===== src/rtl/ex_mem_stage.sv =====
// EX/MEM pipeline register: captures ALU result, flags and control, resolves branches,
// hands entries to MEM over valid/ready. Define EX_MEM_SKID_EN for a registered-ready skid buffer.
module ex_mem_stage (
    input  logic        clk,
    input  logic        rst_n,
    input  logic        in_valid,
    output logic        in_ready,
    input  logic [31:0] in_pc,
    input  logic [31:0] in_result,
    input  logic        in_zero,
    input  logic        in_carry,
    input  logic        in_overflow,
    input  logic [31:0] in_store_data,
    input  logic [4:0]  in_rd,
    input  logic [2:0]  in_funct3,
    input  logic        in_reg_write,
    input  logic        in_mem_read,
    input  logic        in_mem_write,
    input  logic        in_is_branch,
    input  logic        flush,
    output logic        out_valid,
    input  logic        out_ready,
    output logic [31:0] out_pc,
    output logic [31:0] out_result,
    output logic [31:0] out_store_data,
    output logic [4:0]  out_rd,
    output logic [2:0]  out_funct3,
    output logic        out_reg_write,
    output logic        out_mem_read,
    output logic        out_mem_write,
    output logic        out_zero,
    output logic        out_carry,
    output logic        out_overflow,
    output logic        out_branch_taken
);

    typedef struct packed {
        logic [31:0] pc;
        logic [31:0] result;
        logic [31:0] store_data;
        logic [4:0]  rd;
        logic [2:0]  funct3;
        logic        reg_write;
        logic        mem_read;
        logic        mem_write;
        logic        zero;
        logic        carry;
        logic        overflow;
        logic        branch_taken;
    } entry_t;

    // For BLT/BGE the ALU ran SLT/SLTU, so result[0] carries the less-than outcome.
    function automatic logic resolve_branch(input logic [2:0] f3, input logic z, input logic lt);
        case (f3)
            3'b000:          resolve_branch = z;
            3'b001:          resolve_branch = !z;
            3'b100, 3'b110:  resolve_branch = lt;
            3'b101, 3'b111:  resolve_branch = !lt;
            default:         resolve_branch = 1'b0;
        endcase
    endfunction

    entry_t in_entry;
    entry_t main_q, main_d;
    logic   main_vld_q, main_vld_d;

    always_comb begin
        in_entry              = '0;
        in_entry.pc           = in_pc;
        in_entry.result       = in_result;
        in_entry.store_data   = in_store_data;
        in_entry.rd           = in_rd;
        in_entry.funct3       = in_funct3;
        in_entry.reg_write    = in_reg_write;
        in_entry.mem_read     = in_mem_read;
        in_entry.mem_write    = in_mem_write;
        in_entry.zero         = in_zero;
        in_entry.carry        = in_carry;
        in_entry.overflow     = in_overflow;
        in_entry.branch_taken = in_is_branch && resolve_branch(in_funct3, in_zero, in_result[0]);
    end

`ifdef EX_MEM_SKID_EN
    entry_t skid_q, skid_d;
    logic   skid_vld_q, skid_vld_d;

    assign in_ready = !skid_vld_q;

    always_comb begin
        main_d     = main_q;
        main_vld_d = main_vld_q;
        skid_d     = skid_q;
        skid_vld_d = skid_vld_q;
        if (flush) begin
            main_vld_d = 1'b0;
            skid_vld_d = 1'b0;
        end else if (skid_vld_q) begin
            // Skid full implies main full and in_ready low; only a drain can move things.
            if (out_ready) begin
                main_d     = skid_q;
                skid_vld_d = 1'b0;
            end
        end else if (!main_vld_q || out_ready) begin
            main_vld_d = in_valid;
            if (in_valid) main_d = in_entry;
        end else if (in_valid) begin
            skid_d     = in_entry;
            skid_vld_d = 1'b1;
        end
    end

    always_ff @(posedge clk) begin
        if (!rst_n) begin
            main_q     <= '0;
            main_vld_q <= 1'b0;
            skid_q     <= '0;
            skid_vld_q <= 1'b0;
        end else begin
            main_q     <= main_d;
            main_vld_q <= main_vld_d;
            skid_q     <= skid_d;
            skid_vld_q <= skid_vld_d;
        end
    end
`else
    assign in_ready = !main_vld_q || out_ready;

    always_comb begin
        main_d     = main_q;
        main_vld_d = main_vld_q;
        if (flush) begin
            main_vld_d = 1'b0;
        end else if (in_valid && in_ready) begin
            main_d     = in_entry;
            main_vld_d = 1'b1;
        end else if (out_ready) begin
            main_vld_d = 1'b0;
        end
    end

    always_ff @(posedge clk) begin
        if (!rst_n) begin
            main_q     <= '0;
            main_vld_q <= 1'b0;
        end else begin
            main_q     <= main_d;
            main_vld_q <= main_vld_d;
        end
    end
`endif

    assign out_valid        = main_vld_q;
    assign out_pc           = main_q.pc;
    assign out_result       = main_q.result;
    assign out_store_data   = main_q.store_data;
    assign out_rd           = main_q.rd;
    assign out_funct3       = main_q.funct3;
    assign out_reg_write    = main_q.reg_write;
    assign out_mem_read     = main_q.mem_read;
    assign out_mem_write    = main_q.mem_write;
    assign out_zero         = main_q.zero;
    assign out_carry        = main_q.carry;
    assign out_overflow     = main_q.overflow;
    assign out_branch_taken = main_q.branch_taken;

endmodule

===== config.mk =====
export PLATFORM = sky130hd
export DESIGN_NAME = ex_mem_stage
export DESIGN_NICKNAME = d
export VERILOG_FILES = /design/src/rtl/ex_mem_stage.sv
export SDC_FILE = /design/constraint.sdc
export NUM_CORES = 1
export LEC_CHECK = 0
export BUFFER_PORTS_ARGS = -buffer_cell sky130_fd_sc_hd__buf_4
export CORE_ASPECT_RATIO = 1.5
export CORE_MARGIN = 3
export CORE_UTILIZATION = 41
export DETAILED_ROUTE_END_ITERATION = 12
export PLACE_DENSITY = 0.74
export REMOVE_ABC_BUFFERS = 1
export SYNTH_ARGS = -nofsm -noshare
export SYNTH_HDL_FRONTEND = slang
export SYNTH_SLANG_ARGS = --single-unit

===== constraint.sdc =====
create_clock -name clk -period 1.2 [get_ports clk]
set_clock_uncertainty 0.2 [all_clocks]
set_input_delay 0.18 -clock clk [delete_from_list [all_inputs] [get_ports clk]]
set_output_delay 0.18 -clock clk [all_outputs]
set_load 0.05 [all_outputs]

== Word level (Yosys, flattened, before mapping) ==
Index checks and enable logic that the tools add are counted.

* Flip-flop bits (word level): 112
* Output and inout port bits: 113

* Reductions and logical operators: 12
* Muxes and demuxes: 3
* Bitwise gates (word level): 2
* Equality and inequality tests: 5

{| class="wikitable"
|+ Operators with widths
! operator !! number
|-
| equality test 3 bit (second input constant) || 4
|-
| OR reduction 2 bit || 3
|-
| case mux 1 bit (4 select lines) || 1
|-
| equality test 3 x 1 -> 1 bit (second input constant) || 1
|-
| logical NOT 1 bit || 3
|-
| logical NOT 3 bit || 1
|-
| logical AND 1 bit || 2
|-
| two-way mux 1 bit || 2
|-
| NOT 1 bit || 2
|-
| AND reduction 2 bit || 1
|-
| nonzero test 2 bit || 1
|-
| logical OR 1 bit || 1
|}

== Logic depth before layout (Yosys ltp) ==
Gate-level depths: netlist (run 1).

* Depth in word-level cells: 4
* Gate-level depth with buffers: 7

== Least setup slack after synthesis (run 1) ==
No wires, ideal clock.

* Path type: flip-flop to flip-flop
* Start point: reg main_vld_q (netlist: out_valid)
* End point: reg main_q, in the netlist out_branch_taken
* Cell stages (with the launch flop): 7
* Data required time: 0.877 ns
* Path buffers: 2
* Path slack: -0.615 ns
* Data arrival time: 1.493 ns
* Cell sequence: dfxtp_1 > nor2b_4 > buf_6 > inv_4 > buf_2 > nand4_1 > o22ai_1

* Word-level cells in the longest chain between the ends: 4

{| class="wikitable"
|+ Ends and longest elaborated chain
! item !! line !! RTL
|-
| start: declaration || 65 || <nowiki>logic main_vld_q, main_vld_d;</nowiki>
|-
| start signal: assignment || 147 || <nowiki>main_vld_q <= main_vld_d;</nowiki>
|-
| logical NOT 1 bit || 126 || <nowiki>assign in_ready = !main_vld_q || out_ready;</nowiki>
|-
| logical OR 1 bit || 126 ||
|-
| net in_ready || 7 || <nowiki>output logic in_ready,</nowiki>
|-
| logical AND 1 bit || 133 || <nowiki>end else if (in_valid && in_ready) begin</nowiki>
|-
| AND reduction 2 bit (no source line) || n/a ||
|-
| end signal: assignment || 146 || <nowiki>main_q <= main_d;</nowiki>
|-
| end: declaration || 64 || <nowiki>entry_t main_q, main_d;</nowiki>
|}

The timed path passes the listed nets, and every way through them passes these cells.
A chain may end at the register's enable or synchronous reset.

== Worst setup path after layout (run 1) ==
* Start point: reg main_vld_q (netlist: out_valid)
* End point: out in_ready

* Word-level cells in the longest chain between the ends: 2

{| class="wikitable"
|+ Ends and longest elaborated chain
! item !! line
|-
| logical NOT 1 bit || 126
|-
| logical OR 1 bit || 126
|-
| end: declaration || 7
|}

Every way passes these cells.

==> impl_results.md, run 1 <==
* Status: finished with violations
* Failing checks: setup timing
* Flops & latches, synth at 112
* Reg area at 0.00238 sq mm
* Sequential-to-total area share from yosys stat at 0.486
* WL met1 at 7580 um
* Top-count cell post-synth: dfxtp_1
* Clk slew on worst S/H paths at 80 ps
* Ports at 229
* Largest net degree at the start of global routing at 50
* Wire per inst at 24.4 um
* Met3 Routed Length at 1910 um
* HPWL Detailed at 10500 um
* Initial antenna violation count at 3
* Multi-input gate area at 0.00208 sq mm
* Die ar. at 0.0126 sq mm
* Max_cap viols at 0
* Final net count at 958
* Drt drc at 0
* Crit path max fanout at 2
* Largest family of logic cells by synthesized area: compound AO/OA/AOI/OAI gates
* Syn-to-layout area delta at 99.3%
* Fmax at 640 MHz
* Crit path time final at 1560 ps
* WHS at 13.2 ps
* IO buf count at 228
* Vias in the first global route at 5953
* CP Launch Type: register
* Crit-path leading delay family: flip-flops
* Post-Syn Area at 0.00461 sq mm
* First-pass GRT wire length at 31900 um
* PD cells at 1040 mW/mm^2
* Highest metal used: met4
* Critical path type: register to output port
* Synth Area in Simple Gates at 0.132
* CP endpoint kind: output port
* Synth cell types at 22
* Final wirelength at 24200 um
* CP peak stage delay at 330 ps
* Detailed Route Iter0 Violations at 443
* Worst Hold Class: input pin to register
* Gr usage total at 0.325
* # setup viols final at 225
* Unrepaired setup endpoints after global routing: yes
* Asr flop ratio synth at 0
* Worst-skew pair later-pin latency at 350 ps
* Slew at the pin with the worst max-slew slack at 435 ps
* Layout cells sized above 1 at 0.473
* Critical Path RT at 820 ps
* Arrival @ worst endpoint at 1180 ps
* Slew HR at 0.710
* Largest cells by area after synthesis: dfxtp_1 49%, a21boi_1 14%, nand3_1 12%, o21ai_0 12%, a21boi_0 3.4%
* Drt via density at 5.91
* CTS Root Cell: clkbuf_16
* Die height at 136 um
* Syn avg cell area at 8.94 sq um
* Post-synthesis xor/xnor area fraction at 0.00380
* Pre-CTS setup slack at -224 ps
* Final Max Slew Viols at 0
* Area leader, netlist: dfxtp_1
* Post-synth top cells: 112 x dfxtp_1, 110 x nand3_1, 110 x o21ai_0, 89 x a21boi_1, 21 x a21boi_0
* Number of flops mapped to enable cells by yosys at 0
* Final ANT Viol Nets at 0
* Post-Synth Adder-Cell Area at 0
* WP buf/inv at 3
* Post-synth top flop: dfxtp_1
* Yosys top cell area share at 0.486
* Starting Density at 0.429
* H-tree depth at 3
* GRT overflow at 0
* Worst path cell trace: nor2b_4, inv_4, buf_6, buf_12
* Mux contribution to synthesized area at 0
* Compound-Gate Fraction of Synth Area at 0.301
* Setup ws final at -363 ps
* Warnings, synthesis at 0
* Vias after detailed routing at 5877
* Layout filler cell count at 498
* Total CTS buffers at 9
* RePlAce Congestion at 0.828
* Pre-antenna DRT Iters at 5
* Total clock sinks at 112
* Core Box Area at 0.0108 sq mm
* Cells after Synth at 516
* Maximum VDD drop at 0.751 mV
* CTS max path bufs at 2
* CTS tree: yes
* Static Leak at 3.74 nW
* CP max-delay cell: dfxtp_2
* Die X at 92.6 um
* Count of final hold-check violations at 0
* Final period utilization at 1.30
* Met2 WL at 12500 um
* Core Rows at 46
[final cells by class]
cell class,count,share of cell area
Inverter,1,0.000680
Multi-Input combinational cell,343,0.226
Clock inverter,2,0.00163
Antenna cell,3,0.000816
Tap cell,144,0.0196
Clock buffer,14,0.0276
Timing Repair Buffer,375,0.465
Sequential cell,112,0.259
[cells in the final DEF (no fill, tap or decap), types with 5 or more instances in the layout]
cell / netlist / routed
buf_4: 4 / 122
dlygate4sd3_1: 0 / 113
dfxtp_2: 0 / 110
nand3_1: 110 / 107
a21boi_1: 89 / 99
buf_8: 0 / 92
o21ai_1: 0 / 76
o21ai_0: 110 / 31
buf_6: 10 / 24
clkbuf_16: 0 / 17
buf_12: 0 / 9
buf_16: 0 / 7
a21boi_2: 0 / 6
a21boi_0: 21 / 5
[layer usage]
| metal | vias up | global-route usage |
|---|---|---|
| met5 | - | 0 |
| met4 | 0 | 0.241 |
| li1 | 2508 | - |
| met1 | 2792 | 0.318 |
| met3 | 144 | 0.0687 |
| met2 | 433 | 0.594 |
[power breakdown]
group          total, mW  internal [mW]  switching (mW)
combinational       2.59           1.24            1.35
clock               2.88           1.47            1.41
sequential          4.09           3.93           0.163
[metrics by stage]
step / setup TNS (ps) / cells / utilization / cell area [sq um] / power, mW
floorplan: -203500 / 456 / - / 4260 / 5.02
global placement: -15060 / 845 / 0.596 / 6410 / 5.84
detailed placement: -18280 / 845 / 0.596 / 6410 / 5.86
CTS: -32070 / 982 / 0.826 / 8890 / 9.27
global route: -39660 / 994 / 0.854 / 9200 / 9.82
finish: -32120 / 994 / 0.854 / 9200 / 9.56
[state kept, by name, indices dropped and copies added (netlist names)]
signal            cells
out_rd                5
out_mem_write         1
out_carry             1
out_zero              1
out_pc               32
out_reg_write         1
out_funct3            3
out_result           32
out_branch_taken      1
out_overflow          1
out_store_data       32
out_valid             1
out_mem_read          1
[cells by family (layout without fill, tap and decap cells)]
group,count (synthesis),count (layout)
DFF,112,112
and+or+nand+nor,119,119
AOI/OAI and AO/OA,222,222
other,0,3
xor gates and xnor gates,2,2
buffers and inverters,61,392
[what timing repair did]
action	in CTS	in global routing
resized for setup	325	114
buffers inserted	4	0
hold endpoints to repair	112	0
gates cloned	4	9
pin swaps	0	16
hold buffers	113	0
setup endpoints to repair	225	225
[final timing paths]
path | from | to | slack [ps] | cells past startpoint
setup / recovery | out_valid$_SDFFE_PP0P_ | in_ready | -360 | 4
hold reg to reg | out_pc[23]$_SDFFE_PN0P_ | out_pc[23]$_SDFFE_PN0P_ | 290 | 2
hold / removal | rst_n | out_result[15]$_SDFFE_PN0P_ | 10 | 2
setup reg to reg | out_valid$_SDFFE_PP0P_ | out_store_data[24]$_SDFFE_PN0P_ | -350 | 5
No activity file was read; power rests on OpenSTA's default activity.
==> run 2, diff against run 1 <==
Settings changed: CORE_UTILIZATION 41 to 49, GPL_TIMING_DRIVEN set to 1, PLACE_DENSITY 0.74 to 0.83, SKIP_CTS_REPAIR_TIMING set to 1.
Clock period 1.2 ns to 1.8 ns, I/O delays scaled along.
==> run 2 against run 1 <==
The run ends with hold timing left. Register-to-register slack better by 440 ps. Sequential share of layout area is 6.1 points higher. Non-clock buffer count is 100 lower. Setup slack better by 390 ps. Design area is 24% lower. Largest power group unchanged.
==> impl_results.md, run 2 (synthesis gave the netlist of run 1 again) <==
* Core Box Area at 0.00899 sq mm (was 0.0108 sq mm)
* H-tree depth at 3 (unchanged)
* Unrepaired setup endpoints after global routing: yes (unchanged)
* R2r worst-path depth at 5 (unchanged)
* First-pass GRT wire length at 21900 um (was 31900 um)
* CTS max path bufs at 2 (unchanged)
* CP endpoint kind: output port (unchanged)
* Total CTS buffers at 9 (unchanged)
* Drt via density at 5.77 (was 5.91)
* Final net count at 858 (was 958)
* Worst Hold Class: input pin to register (unchanged)
* Count of final hold-check violations at 38 (was 0)
* Pre-antenna DRT Iters at 5 (unchanged)
* Setup_tns at 0 ps (was -32120 ps)
* PD cells at 869 mW/mm^2 (was 1040 mW/mm^2)
* Worst flop-to-flop path startpoint: out_valid$_SDFFE_PP0P_ (unchanged)
* Final Cell Area at 0.00701 sq mm (was 0.00920 sq mm)
* Critical Path RT at 1330 ps (was 820 ps)
* Arrival @ worst endpoint at 1300 ps (was 1180 ps)
* Gr usage total at 0.254 (was 0.325)
* DP Area at 0.00629 sq mm (was 0.00641 sq mm)
* Die X at 85.2 um (was 92.6 um)
* Total clock sinks at 112 (unchanged)
* Slew at the pin with the worst max-slew slack at 537 ps (was 435 ps)
* Non-Filler Instances at 857 (was 994)
* Wire per inst at 18.1 um (was 24.4 um)
* Final Max Slew Viols at 0 (unchanged)
* Most common cell after layout, fill and taps aside: buf_4 (unchanged)
* Status: finished with violations (unchanged)
* HPWL Detailed at 9920 um (was 10500 um)
* Clk slew on worst S/H paths at 70 ps (was 80 ps)
* Largest net degree at the start of global routing at 63 (was 50)
* Syn-to-layout area delta at 51.9% (was 99.3%)
* Pre-CTS setup slack at 115 ps (was -224 ps)
* Ant. Diodes at 0 (was 3)
* Failing checks: hold timing (was setup timing)
* Commonest non-fill, non-tap cells in the layout: 234 x buf_4, 112 x dfxtp_1, 110 x nand3_1, 110 x o21ai_0, 89 x a21boi_1 (was 122 x buf_4, 113 x dlygate4sd3_1, 110 x dfxtp_2)
* Critical path type: register to output port (unchanged)
* Die height at 125 um (was 136 um)
* Crit path time final at 1770 ps
* R2R Setup Slk at 90 ps (was -350 ps)
* Layout cells sized above 1 at 0.349 (was 0.473)
* Initial antenna violation count at 0 (was 3)
* Final wirelength at 15500 um (was 24200 um)
* Slew HR at 0.642 (was 0.710)
* CTS tree: yes (unchanged)
* Starting Density at 0.513 (was 0.429)
* CP Launch Type: register (unchanged)
* Core Rows at 42 (was 46)
* RR Endpoint: out_zero$_SDFFE_PN0P_ (was out_store_data[24]$_SDFFE_PN0P_)
* Worst-skew pair later-pin latency at 340 ps (was 350 ps)
* Vias after detailed routing at 4943 (was 5877)
* CTS Root Cell: clkbuf_16 (unchanged)
* Static Leak at 2.98 nW (was 3.74 nW)
* RePlAce Congestion at 0.837 (was 0.828)
* Max_cap viols at 0 (unchanged)
* IO buf count at 228 (unchanged)
* Crit path max fanout at 24 (was 2)
* WHS at -18.3 ps (was 13.2 ps)
* Hold path startpoint: in_result[7] (was rst_n)
* Detailed Route Iter0 Violations at 233 (was 443)
* # setup viols final at 0 (was 225)
* Maximum VDD drop at 0.705 mV (was 0.751 mV)
* Drt drc at 0 (unchanged)
* Final period utilization at 0.986
* Setup ws final at 25.0 ps (was -363 ps)
* Fmax at 563 MHz
* Hold worst-path end: out_result[7]$_SDFFE_PN0P_ (was out_result[15]$_SDFFE_PN0P_)
* Hold path cells at 3 (was 2)
* Final ANT Viol Nets at 0 (unchanged)
* Ports at 229 (unchanged)
* GRT overflow at 0 (unchanged)
* DP Cell Count at 806 (was 845)
* Vias in the first global route at 4519 (was 5953)
* Die ar. at 0.0106 sq mm (was 0.0126 sq mm)
* Layout filler cell count at 589 (was 498)
run 2: changes by cell type in the layout (fill, tap and decap cells not counted), moves of 76 or more:
cell,before,now
buf_4,122,234
dfxtp_1,2,112
dfxtp_2,110,0
buf_8,92,0
dlygate4sd3_1,113,32
o21ai_0,31,110
o21ai_1,76,0
run 2: layer usage:
| metal | track usage | vias to the layer above | wire length, um |
|---|---|---|---|
| li1 | - | 2300 | - |
| met1 | 0.276 | 2371 | 5360 |
| met2 | 0.433 | 222 | 8250 |
| met3 | 0.0523 | 50 | 1080 |
| met4 | 0.168 | 0 | 798 |
| met5 | 0 | - | 0 |
run 2: critical path, cell delays in order (launching register included):
cell and delay, ps:
dfxtp_1 370, nor2b_4 290, inv_8 120, buf_6 180
run 2: metrics by stage:
step	hold WS, ps	total power [mW]	util
after floorplan	146	3.35	-
after detailed placement	254	3.88	0.701
after global routing	1.54	6.28	0.780
after global placement	246	3.86	0.701
final	-18.3	6.09	0.780
after CTS	-110	6.05	0.738
run 2: area by class of cell:
| class | count | area (sq um) | share of cell area |
|---|---|---|---|
| Timing Repair Buffer | 275 | 2260 | 0.323 |
| Sequential cell | 112 | 2240 | 0.320 |
| Multi-Input combinational cell | 343 | 2020 | 0.288 |
| Clock buffer | 14 | 274 | 0.0391 |
| Tap cell | 110 | 138 | 0.0196 |
| Clock inverter | 2 | 60.1 | 0.00857 |
| Inverter | 1 | 11.3 | 0.00161 |
run 2: power breakdown:
part / leakage [nW] / switching (mW) / internal (mW)
logic: 1.90 / 0.756 / 0.502
registers: 0.915 / 0.0608 / 2.59
clock network: 0.163 / 0.839 / 1.34
run 2: worst max-delay path by stage:
stage                                 startpoint                             to  depth (start not counted)
after global placement                 out_ready        out_pc[12]$_SDFFE_PN0P_                          6
after CTS                 out_valid$_SDFFE_PP0P_                       in_ready                          3
after global routing      out_valid$_SDFFE_PP0P_                       in_ready                          3
after detailed placement               out_ready        out_pc[25]$_SDFFE_PN0P_                          6
after floorplan           out_valid$_SDFFE_PP0P_  out_branch_taken$_SDFFE_PN0P_                          4
final                     out_valid$_SDFFE_PP0P_                       in_ready                          3
